<file path="config.mk">
export PLATFORM = sky130hd
export DESIGN_NAME = dma_prog_master
export DESIGN_NICKNAME = d
export VERILOG_FILES = /design/src/rtl/dma_prog_pkg.sv /design/src/rtl/dma_prog_waitcnt.sv /design/src/rtl/dma_prog_master.sv
export SDC_FILE = /design/constraint.sdc
export NUM_CORES = 1
export LEC_CHECK = 0
export ABC_AREA = 1
export CORE_MARGIN = 5
export CORE_UTILIZATION = 35
export DETAILED_ROUTE_END_ITERATION = 10
export SLEW_MARGIN = 10
export SYNTH_ARGS = -nofsm -noshare
export SYNTH_HDL_FRONTEND = slang
export SYNTH_SLANG_ARGS = --single-unit
</file>
<file path="constraint.sdc">
create_clock -name CLK -period 2.8 [get_ports CLK]
set_input_delay 0.84 -clock CLK [delete_from_list [all_inputs] [get_ports CLK]]
set_output_delay 0.84 -clock CLK [all_outputs]
set_load 0.02 [all_outputs]
</file>
<file path="src/rtl/dma_prog_pkg.sv">
// dma_prog_pkg: shared types and constants for the DMA programming master.
//   - state_t      : FSM state encoding
//   - REG_*        : DMA controller register codes
//   - DEF_*        : default bus timing (clocks)
//   - bus_cycle()  : address/data/direction of bus cycle <idx> of a command
//   - num_cycles() : number of bus cycles per command
// Build option: DMA_PROG_AUTO_FF_CLEAR_EN inserts a byte-pointer clear write
// (address 4'hC, data 8'h00) ahead of every 16-bit access.
package dma_prog_pkg;

    typedef enum logic [2:0] {
        IDLE   = 3'd0,
        SETUP  = 3'd1,
        STROBE = 3'd2,
        HOLD   = 3'd3,
        RESP   = 3'd4
    } state_t;

    localparam logic [3:0] REG_COMMAND  = 4'h8;
    localparam logic [3:0] REG_MODE     = 4'hB;
    localparam logic [3:0] REG_CLEAR_FF = 4'hC;
    localparam logic [3:0] REG_STATUS   = 4'h8;

    localparam int DEF_SETUP_CYCLES  = 1;
    localparam int DEF_STROBE_CYCLES = 2;

`ifdef DMA_PROG_AUTO_FF_CLEAR_EN
    localparam bit AUTO_FF_CLEAR = 1'b1;
`else
    localparam bit AUTO_FF_CLEAR = 1'b0;
`endif

    typedef struct packed {
        logic [3:0] addr;
        logic [7:0] data;
        logic       wr;
        logic       hi;   // this cycle carries the high byte
    } bus_cyc_t;

    // Describe bus cycle <idx> of a command; the optional clear cycle is slot 0.
    function automatic bus_cyc_t bus_cycle(input logic [1:0]  idx,
                                           input logic        write,
                                           input logic        word,
                                           input logic [3:0]  addr,
                                           input logic [15:0] wdata);
        bus_cyc_t   c;
        logic [1:0] didx;
        if (AUTO_FF_CLEAR && word && (idx == 2'd0)) begin
            c.addr = REG_CLEAR_FF;
            c.data = 8'h00;
            c.wr   = 1'b1;
            c.hi   = 1'b0;
        end else begin
            didx   = (AUTO_FF_CLEAR && word) ? (idx - 2'd1) : idx;
            c.addr = addr;
            c.wr   = write;
            c.hi   = word && (didx == 2'd1);
            c.data = c.hi ? wdata[15:8] : wdata[7:0];
        end
        return c;
    endfunction

    // Bus cycles needed for one command.
    function automatic logic [1:0] num_cycles(input logic word);
        if (!word) begin
            return 2'd1;
        end else if (AUTO_FF_CLEAR) begin
            return 2'd3;
        end else begin
            return 2'd2;
        end
    endfunction

endpackage

</file>
<file path="src/rtl/dma_prog_waitcnt.sv">
// dma_prog_waitcnt: loadable 4-bit wait-state down-counter.
//   CLK, RESET  : clock, synchronous active-high reset
//   load        : load load_value this clock (has priority over counting)
//   load_value  : value to load
//   zero        : counter is at 0 (counting stops there)
module dma_prog_waitcnt (
    input  logic       CLK,
    input  logic       RESET,
    input  logic       load,
    input  logic [3:0] load_value,
    output logic       zero
);
    logic [3:0] count;

    // Load on state entry, otherwise count down and park at zero.
    always_ff @(posedge CLK) begin
        if (RESET) begin
            count <= 4'd0;
        end else if (load) begin
            count <= load_value;
        end else if (count != 4'd0) begin
            count <= count - 4'd1;
        end else begin
            count <= count;
        end
    end

    assign zero = (count == 4'd0);
endmodule

</file>
<file path="src/rtl/dma_prog_master.sv">
// dma_prog_master: executes 8/16-bit register reads and writes on an
// 8-bit ISA-style DMA controller bus (CS_N, A, IOR_N/IOW_N, DB_*).
//   CLK, RESET            : clock, synchronous active-high reset
//   req_* (valid/ready)   : command handshake; fields captured on accept
//   rsp_valid, rsp_rdata  : one-clock completion pulse, read data (held)
//   CS_N, IOR_N, IOW_N, A : bus control and register address
//   DB_OUT, DB_OE, DB_IN  : data bus write byte, drive enable, read byte
// Parameters: SETUP_CYCLES (1..15), STROBE_CYCLES (1..15).
// Build option: DMA_PROG_AUTO_FF_CLEAR_EN (see dma_prog_pkg).
module dma_prog_master
    import dma_prog_pkg::*;
#(
    parameter int SETUP_CYCLES  = DEF_SETUP_CYCLES,
    parameter int STROBE_CYCLES = DEF_STROBE_CYCLES
) (
    input  logic        CLK,
    input  logic        RESET,
    input  logic        req_valid,
    output logic        req_ready,
    input  logic        req_write,
    input  logic        req_word,
    input  logic [3:0]  req_addr,
    input  logic [15:0] req_wdata,
    output logic        rsp_valid,
    output logic [15:0] rsp_rdata,
    output logic        CS_N,
    output logic        IOR_N,
    output logic        IOW_N,
    output logic [3:0]  A,
    output logic [7:0]  DB_OUT,
    output logic        DB_OE,
    input  logic [7:0]  DB_IN
);
    // Counter holds "clocks remaining minus one" so zero marks the last clock.
    localparam logic [3:0] SETUP_LOAD  = 4'(SETUP_CYCLES - 1);
    localparam logic [3:0] STROBE_LOAD = 4'(STROBE_CYCLES - 1);

    state_t      state;
    logic        cmd_write;
    logic        cmd_word;
    logic [3:0]  cmd_addr;
    logic [15:0] cmd_wdata;
    logic [1:0]  cyc_idx;
    logic [1:0]  cyc_total;
    logic        cur_wr;
    logic        cur_hi;
    logic [15:0] rd_acc;

    logic        accept;
    logic        last_cycle;
    logic        cnt_load;
    logic [3:0]  cnt_load_value;
    logic        cnt_zero;
    bus_cyc_t    first_cyc;
    bus_cyc_t    next_cyc;

    assign accept     = req_valid && req_ready;
    assign last_cycle = (cyc_idx == (cyc_total - 2'd1));
    // Cycle 0 comes straight from the request so the bus is set up on the accept edge.
    assign first_cyc  = bus_cycle(2'd0, req_write, req_word, req_addr, req_wdata);
    assign next_cyc   = bus_cycle(cyc_idx + 2'd1, cmd_write, cmd_word, cmd_addr, cmd_wdata);

    dma_prog_waitcnt u_waitcnt (
        .CLK        (CLK),
        .RESET      (RESET),
        .load       (cnt_load),
        .load_value (cnt_load_value),
        .zero       (cnt_zero)
    );

    // Reload the wait counter with the length of the state being entered.
    always_comb begin
        cnt_load       = 1'b0;
        cnt_load_value = 4'd0;
        case (state)
            IDLE: begin
                if (accept) begin
                    cnt_load       = 1'b1;
                    cnt_load_value = SETUP_LOAD;
                end else begin
                    cnt_load = 1'b0;
                end
            end
            SETUP: begin
                if (cnt_zero) begin
                    cnt_load       = 1'b1;
                    cnt_load_value = STROBE_LOAD;
                end else begin
                    cnt_load = 1'b0;
                end
            end
            STROBE: begin
                if (cnt_zero) begin
                    cnt_load       = 1'b1;
                    cnt_load_value = 4'd0;
                end else begin
                    cnt_load = 1'b0;
                end
            end
            HOLD: begin
                if (cnt_zero) begin
                    cnt_load       = 1'b1;
                    cnt_load_value = last_cycle ? 4'd0 : SETUP_LOAD;
                end else begin
                    cnt_load = 1'b0;
                end
            end
            default: begin
                cnt_load = 1'b0;
            end
        endcase
    end

    // Bus sequencing FSM; all bus and handshake outputs are registered here.
    always_ff @(posedge CLK) begin
        if (RESET) begin
            state     <= IDLE;
            req_ready <= 1'b0;
            rsp_valid <= 1'b0;
            rsp_rdata <= 16'h0000;
            CS_N      <= 1'b1;
            IOR_N     <= 1'b1;
            IOW_N     <= 1'b1;
            A         <= 4'h0;
            DB_OUT    <= 8'h00;
            DB_OE     <= 1'b0;
            cmd_write <= 1'b0;
            cmd_word  <= 1'b0;
            cmd_addr  <= 4'h0;
            cmd_wdata <= 16'h0000;
            cyc_idx   <= 2'd0;
            cyc_total <= 2'd1;
            cur_wr    <= 1'b0;
            cur_hi    <= 1'b0;
            rd_acc    <= 16'h0000;
        end else begin
            rsp_valid <= 1'b0;
            case (state)
                IDLE: begin
                    req_ready <= 1'b1;
                    if (accept) begin
                        cmd_write <= req_write;
                        cmd_word  <= req_word;
                        cmd_addr  <= req_addr;
                        cmd_wdata <= req_wdata;
                        cyc_idx   <= 2'd0;
                        cyc_total <= num_cycles(req_word);
                        rd_acc    <= 16'h0000;
                        req_ready <= 1'b0;
                        CS_N      <= 1'b0;
                        A         <= first_cyc.addr;
                        DB_OUT    <= first_cyc.data;
                        DB_OE     <= first_cyc.wr;
                        cur_wr    <= first_cyc.wr;
                        cur_hi    <= first_cyc.hi;
                        state     <= SETUP;
                    end
                end
                SETUP: begin
                    if (cnt_zero) begin
                        IOW_N <= ~cur_wr;
                        IOR_N <= cur_wr;
                        state <= STROBE;
                    end
                end
                STROBE: begin
                    if (cnt_zero) begin
                        IOW_N <= 1'b1;
                        IOR_N <= 1'b1;
                        // Read data is taken on the final strobe clock.
                        if (!cur_wr) begin
                            if (cur_hi) begin
                                rd_acc[15:8] <= DB_IN;
                            end else begin
                                rd_acc[7:0] <= DB_IN;
                            end
                        end
                        state <= HOLD;
                    end
                end
                HOLD: begin
                    if (cnt_zero) begin
                        if (last_cycle) begin
                            CS_N      <= 1'b1;
                            DB_OE     <= 1'b0;
                            rsp_valid <= 1'b1;
                            rsp_rdata <= rd_acc;
                            state     <= RESP;
                        end else begin
                            cyc_idx <= cyc_idx + 2'd1;
                            A       <= next_cyc.addr;
                            DB_OUT  <= next_cyc.data;
                            DB_OE   <= next_cyc.wr;
                            cur_wr  <= next_cyc.wr;
                            cur_hi  <= next_cyc.hi;
                            state   <= SETUP;
                        end
                    end
                end
                RESP: begin
                    req_ready <= 1'b1;
                    state     <= IDLE;
                end
                default: begin
                    state <= IDLE;
                end
            endcase
        end
    end
endmodule

</file>
Word level (Yosys, flattened, before mapping)

Index checks and enable logic that the tools add are counted.
Widths: inputs -> output; s select.

Flip-flop bits (word level): 85
Word-level logic and storage cells: 118

Add/sub/neg operators: 3
Eq/ne operators: 15
Muxes and demuxes: 55
Bitwise gates (word level): 3
Reduce and logical (&&, ||, !) cells: 21

Operator list:

| operator            | number |
|---|---|
| $mux 16             | 3 |
| $mux 8              | 6 |
| $pmux 16 s2         | 1 |
| $mux 4              | 5 |
| $mux 1              | 19 |
| $ne 2x2->1 const B  | 9 |
| $pmux 1 s2          | 8 |
| $pmux 8 s2          | 1 |
| $mux 3              | 5 |
| $pmux 3 s4          | 1 |
| $reduce_and 4->1    | 3 |
| $reduce_and 5->1    | 2 |
| $reduce_bool 2->1   | 5 |
| $reduce_and 3->1    | 3 |
| $mux 2              | 4 |
| $pmux 4 s2          | 1 |
| $eq 3x2->1 const B  | 2 |
| $reduce_or 3->1     | 2 |
| $logic_not 4->1     | 1 |
| $pmux 2 s2          | 1 |
| $reduce_bool 4->1   | 1 |
| $sub 4x1->4 const B | 1 |
| $eq 3x1->1 const B  | 1 |
| $eq 3x3->1 const B  | 1 |
| other kinds (8)     | 11 |

Logic depth before layout (Yosys ltp)

Gate-level depths: netlist of the first run.

Depth after elaboration: 7
Depth in mapped cells: 11
Depth with buffers taken out: 10

By module

A second synthesis of the first run with hierarchy kept.

Cell total of the unflattened synthesis: 559
Area total of the unflattened synthesis: 3804.9 µm²

Modules (own cells, without submodules):

| module           | times used | cells an instance | area an instance (µm²) | seq. area each (µm²) |
|---|---|---|---|---|
| dma_prog_master  | 1          | 519               | 3557.2                 | 1601.5 |
| dma_prog_waitcnt | 1          | 40                | 247.7                  | 80.1 |

Worst setup path before layout of the first run

OpenSTA, ideal clock, no wires.

Kind: input -> register
Start: in RESET
End: reg cmd_wdata[3]
Setup time: 0.070 ns
Arrival: 1.625 ns
Slack: 1.105 ns
Stages on the path: 5
Path through: inv_1 > clkbuf_1 > clkbuf_1 > o21ai_0 > a21oi_1

RTL lines:

| item                 | RTL line               | text |
|---|---|---|
| from (decl)          | dma_prog_master.sv:17  | `input logic RESET,` |
| to (signal assigned) | dma_prog_master.sv:145 | `cmd_wdata <= req_wdata;` |
| to (decl)            | dma_prog_master.sv:42  | `logic [15:0] cmd_wdata;` |

Final worst setup path of the first run

Start: reg DB_OUT[4]
End: out DB_OUT[4]

RTL lines:

| item                   | RTL line               | text |
|---|---|---|
| from (decl)            | dma_prog_master.sv:30  | `output logic [7:0] DB_OUT,` |
| from (signal assigned) | dma_prog_master.sv:152 | `DB_OUT <= first_cyc.data;` |
| from (signal assigned) | dma_prog_master.sv:192 | `DB_OUT <= next_cyc.data;` |

No word-level cell between the ends.

==> results_dict.tcl, run 1 <==
set metrics [dict create \
    ctsResizeCount 0 \
    reg2reg_slack_ps 750 \
    hold_viol 0 \
    num_rows 37 \
    first_pass_iters 4 \
    cp-end-kind "primary output" \
    worstReg2RegStart "cmd_word$_SDFFE_PP0P_" \
    drt_iter0_drc 156 \
    wl_um 8992 \
    grt_overflow 0 \
    clock-root-buffer "clkbuf_8" \
    dp_cells 710 \
    period_share_pct 78.95 \
    holdPathStages 2 \
    async_flop_share_pct 0 \
    synth_common_cells "125 x nand2_1, 112 x nor2_1, 84 x dfxtp_1" \
    coreArea_sq_um 10280 \
    arrival_ps 1370 \
    rr_endpoint "rsp_rdata[15]$_SDFFE_PP0P_" \
    syn_to_final_growth_pct 26.17 \
    io_pins 67 \
    critPathTopFamily "buffers and inverters" \
    clockBufferDepth 2 \
    syn_area_sq_um 3681 \
    outcome "finished clean" \
    p_per_area_nw_per_um2 1027 \
    via_per_inst 4.690 \
    yosys_most_used_dff "dfxtp_1" \
    worstPathRequired_ps 1960 \
    critPathMaxFanout 2 \
    critical_path_buf_inv_count 1 \
    startpoint "DB_OUT[4]$_SDFFE_PP0P_" \
    finalPower_uw 4771 \
    max_stage_delay_ps 630 \
    htree_num_levels 3 \
    yosysUniqueCellTypes 29 \
    post_cts_buffers 0 \
    cp_num_cells 1 \
    drcViolationCount 0 \
    cts_made_buffers 9 \
    combinationalPowerShare_pct 43.4 \
    switchingPower_uw 1998 \
    grt_antenna_before_repair 0 \
    synth_top_area_share_pct 45.68 \
    yosysTopAreaCell "dfxtp_1" \
    syn_inst 524 \
    cap_violations 0 \
    ctsHoldBuffers 0 \
    rr_worst_depth 7 \
    first_global_vias 3109 \
    start_util_pct 35.82 \
    clock-sinks 84 \
    power_leakage_uw 0.001965 \
    layout.nets 620 \
    slew_headroom_pct 59.50 \
    setup_viol 0 \
    swShare_pct 41.89 \
    slew_viol_final 0 \
    dieArea_sq_um 12670 \
    rsz0062_at_grt "no" \
    synth-seq-cells 84 \
    synth_edf_count 0 \
    cts_tree "done" \
    wl_per_cell_um 12.39 \
    yosysMostFrequentCell "nand2_1" \
    crit_chain "clkdlybuf4s50_1" \
    hold_class "flip-flop to flip-flop" \
    fmax_mhz 452.4 \
    n_antenna_cell 0 \
    clkPwrFrac_pct 18.9 \
    cpMaxStageDelayCell "clkdlybuf4s50_1" \
    clkLatencyLatePin_ps 360 \
    grt_max_degree 48 \
    globalplace.congestion 0.7937 \
    min_period_ps 2211 \
    setup_tns_ps 0 \
    startpoint_type "flip-flop" \
    grt_pass1_wl_um 14990 \
    final_cells 726 \
    die_h_um 112.6 \
    avgSynthCellArea_sq_um 7.025 \
    port-buffer-count 66 \
    power_frac_seq_pct 37.7 \
    synth_fp_nets 559 \
    dp_hpwl_um 6306 \
    max-vdd-ir-drop_mv 0.3910 \
    seq_area_frac_synth_pct 45.68 \
    final_util_pct 45.19 \
    internal_power_uw 2772 \
    n_fill_cell 1119 \
    grt_use_total_pct 14.33 \
    endpoint "DB_OUT[4]" \
    antenna_left 0 \
    clk_pin_slew_ps 90 \
    vias 3405 \
    worstMarginPinSlew_ps 605.6 \
    synthTopCellsByArea "dfxtp_1 46%, nand2_1 13%, nor2_1 11%" \
    drive_above_1_share_pct 7.288 \
    synth_warnings 0 \
    fin_skew_ps 12.56 \
    critical_path_class "flip-flop to primary output" \
    dieWidth_um 112.6 \
]
per-layer routing:
layer	vias to the layer above	global-route usage (%)	wire (um)
li1	1782	-	-
met3	10	3.073	438
met1	1533	18.65	4286
met2	80	23.66	4147
met4	0	4.567	120
met5	-	0	0
worst min path at each step:
stage / from / endpoint / slack (ps)
after floorplan: rd_acc[7]$_SDFFE_PP0P_ / rd_acc[7]$_SDFFE_PP0P_ / 420
after global placement: rd_acc[0]$_SDFFE_PP0P_ / rd_acc[0]$_SDFFE_PP0P_ / 430
after detailed placement: rd_acc[6]$_SDFFE_PP0P_ / rd_acc[6]$_SDFFE_PP0P_ / 430
after CTS: rd_acc[6]$_SDFFE_PP0P_ / rd_acc[6]$_SDFFE_PP0P_ / 450
after global routing: rd_acc[1]$_SDFFE_PP0P_ / rd_acc[1]$_SDFFE_PP0P_ / 450
final: rd_acc[6]$_SDFFE_PP0P_ / rd_acc[6]$_SDFFE_PP0P_ / 450
layout make-up:
class | instances | area, sq um | share of cell area [%]
Clock inverter | 7 | 82.58 | 1.778
Tap cell | 136 | 170.2 | 3.664
Sequential cell | 84 | 1682 | 36.21
Clock buffer | 9 | 123.9 | 2.667
Inverter | 49 | 188.9 | 4.068
Timing Repair Buffer | 73 | 725.7 | 15.63
Multi-Input combinational cell | 368 | 1672 | 35.99
flip-flops by register name (all words and copies together) (netlist names), 2 cells and up:
signal	cells
rsp_rdata	16
cmd_wdata	16
cyc_idx	2
state	3
u_waitcnt.count	4
DB_OUT	8
cmd_addr	4
A	4
rd_acc	16
kinds of logic after synthesis:
kind of cell,after synthesis,share of synthesized area [%]
fa+ha+maj,2,0.6797
compound gates,93,13.19
simple gates,271,31.07
flops,84,45.68
xor+xnor,2,0.4760
buf+inv,72,8.905
tightest hold or removal path, delay by kind of cell, from the launching register on:
family,cells,cell delay (ps)
DFF,1,320
AOI/OAI and AO/OA,1,50
buffers and inverters,1,50
stage by stage:
step / hold slack [ps] / cell area, sq um / setup WS (ps)
2_1_floorplan: 417.7 / 3681 / 1105
3_3_place_gp: 430.8 / 4438 / 444.2
3_5_place_dp: 433.6 / 4438 / 370.2
4_1_cts: 447.6 / 4644 / 579.0
5_1_grt: 453.0 / 4644 / 447.9
6_report: 446.3 / 4644 / 589.4
power groups by stage:
stage	Sequential, uW	Clock, uW	Combinational (uW)
after floorplan	1920	0	1430
after global placement	1820	0	2030
after detailed placement	1820	0	2090
after CTS	1800	931	2100
after global routing	1840	973	2370
final	1800	902	2070
cells in the final DEF (no fill, tap or decap):
cell type,count
nand2_1,125
nor2_1,112
dfxtp_1,84
clkdlybuf4s50_1,66
o21ai_0,52
inv_1,42
a21oi_1,32
nand4_1,11
clkbuf_8,9
nand3_1,7
buf_4,6
inv_2,5
o21ai_1,5
nor2_2,4
nor3_1,4
nand2_4,3
nand3_4,2
inv_4,2
xnor2_1,2
ha_1,2
inv_6,2
clkinvlp_4,2
o21a_1,1
nor2_8,1
nand3_2,1
o21ai_4,1
a21oi_2,1
o211ai_1,1
nor4_1,1
inv_8,1
clkinv_4,1
bufinv_16,1
buf_12,1
Power figures use the tool's default switching activity.
==> run 2: changes to the inputs <==
==> constraint.sdc (replaced) <==
create_clock -name CLK -period 1.95 [get_ports CLK]
set_input_delay 0.585 -clock CLK [delete_from_list [all_inputs] [get_ports CLK]]
set_output_delay 0.585 -clock CLK [all_outputs]
set_load 0.02 [all_outputs]
==> run 2 against run 1 <==
Against the previous run:
- critical path depth is the same
- largest power group unchanged
- die area did not move
- clock power grew 36%
==> results_dict.tcl, run 2 (same netlist as run 1, synthesis figures left out) <==
set metrics [dict create \
    wl_um 9156 \
    p_per_area_nw_per_um2 1466 \
    critPathTopFamily "buffers and inverters" \
    syn_to_final_growth_pct 29.13 \
    coreArea_sq_um 10280 \
    grt_overflow 0 \
    final_cell_mix "125 x nand2_1, 112 x nor2_1, 84 x dfxtp_1" \
    arrival_ps 1330 \
    setup_viol 0 \
    power_leakage_uw 0.002123 \
    grt_max_degree 47 \
    critPathMaxFanout 2 \
    critical_path_buf_inv_count 1 \
    max-vdd-ir-drop_mv 0.5405 \
    clk_pin_slew_ps 90 \
    antenna_left 0 \
    cpMaxStageDelayCell "clkdlybuf4s50_1" \
    layout.nets 626 \
    first_global_vias 3127 \
    grt_antenna_before_repair 0 \
    hold_class "flip-flop to flip-flop" \
    clockBufferDepth 2 \
    max_stage_delay_ps 620 \
    cap_violations 0 \
    fin_skew_ps 12.17 \
    fin_ws_ps 38.45 \
    startpoint_type "flip-flop" \
    drcViolationCount 0 \
    cp-end-kind "primary output" \
    grt_pass1_wl_um 15200 \
    htree_num_levels 3 \
    largest_registers "cmd_wdata (16), rd_acc (16), rsp_rdata (16)" \
    worstPathRequired_ps 1360 \
    crit_chain "clkdlybuf4s50_1" \
    num_rows 37 \
    vias 3390 \
    cts_made_buffers 9 \
    drive_above_1_share_pct 8.067 \
    clkLatencyLatePin_ps 360 \
    clock-root-buffer "clkbuf_8" \
    hold_viol 0 \
    n_antenna_cell 0 \
    globalplace.congestion 0.7788 \
    first_pass_iters 4 \
    outcome "finished clean" \
    ctsHoldBuffers 0 \
    wl_per_cell_um 12.53 \
    slew_headroom_pct 73.41 \
    cts_tree "done" \
    slew_viol_final 0 \
    port-buffer-count 66 \
    dieArea_sq_um 12670 \
    min_period_ps 1912 \
    place_ws_ps -61.52 \
    via_per_inst 4.637 \
    io_pins 67 \
    grt_use_total_pct 14.75 \
    dp_cells 716 \
    critical_path_class "flip-flop to primary output" \
    final_common_cell "nand2_1" \
    dieWidth_um 112.6 \
    die_h_um 112.6 \
    start_util_pct 35.82 \
    drt_iter0_drc 166 \
    clock-sinks 84 \
    rsz0062_at_grt "no" \
    fmax_mhz 523.1 \
    final_cells 731 \
    dp_hpwl_um 6428 \
    period_share_pct 98.03 \
    worstMarginPinSlew_ps 394.7 \
]
==> run 2: metal layers <==
layer / track usage, % / routed length, um / vias to the layer above
met5: 0 / 0 / -
met2: 24.09 / 4098 / 77
met4: 5.529 / 138 / 0
met3: 3.504 / 456 / 12
li1: - / - / 1778
met1: 18.88 / 4464 / 1523
==> run 2: worst paths after layout <==
check	from	endpoint	slack, ps	cells after the start
min reg2reg	rd_acc[0]$_SDFFE_PP0P_	rd_acc[0]$_SDFFE_PP0P_	440	2
max reg2reg	u_waitcnt.count[0]$_SDFFE_PP0P_	rd_acc[12]$_SDFFE_PP0P_	270	9
max	IOR_N$_SDFFE_PP1P_	IOR_N	40	1
min	rd_acc[0]$_SDFFE_PP0P_	rd_acc[0]$_SDFFE_PP0P_	440	2
==> run 2: layout make-up <==
cell class,instances,area [sq um]
inverter,49,188.9
fill,1092,5524
tap,136,170.2
timing repair buffer,79,852.1
clock inverter,6,65.06
sequential,84,1682
clock buffer,9,123.9
multi-input combinational,368,1672
==> run 2: stage by stage <==
stage	power [uW]	hold slack [ps]	setup TNS, ps	utilization [%]	cell area, sq um
after CTS	7042	444.8	0	46.06	4733
after global routing	7556	466.1	0	46.25	4753
after detailed placement	5805	431.6	-195.0	44.23	4546
after global placement	5750	428.4	-57.86	44.23	4546
after floorplan	4807	417.7	0	-	3681
final	6971	442.4	0	46.25	4753
==> run 2: what timing repair did <==
item	in CTS	in global routing
hold endpoints to repair	0	0
setup endpoints to repair	1	8
cloned	0	0
setup buffers	0	0
resized for setup	1	8
==> run 2: report_power, final <==
part | switching, uW | total, uW | leakage, uW | internal (uW)
combinational | 1910 | 3160 | 0.00134 | 1260
clock | 641 | 1230 | 0.0000955 | 587
sequential | 322 | 2580 | 0.000687 | 2260
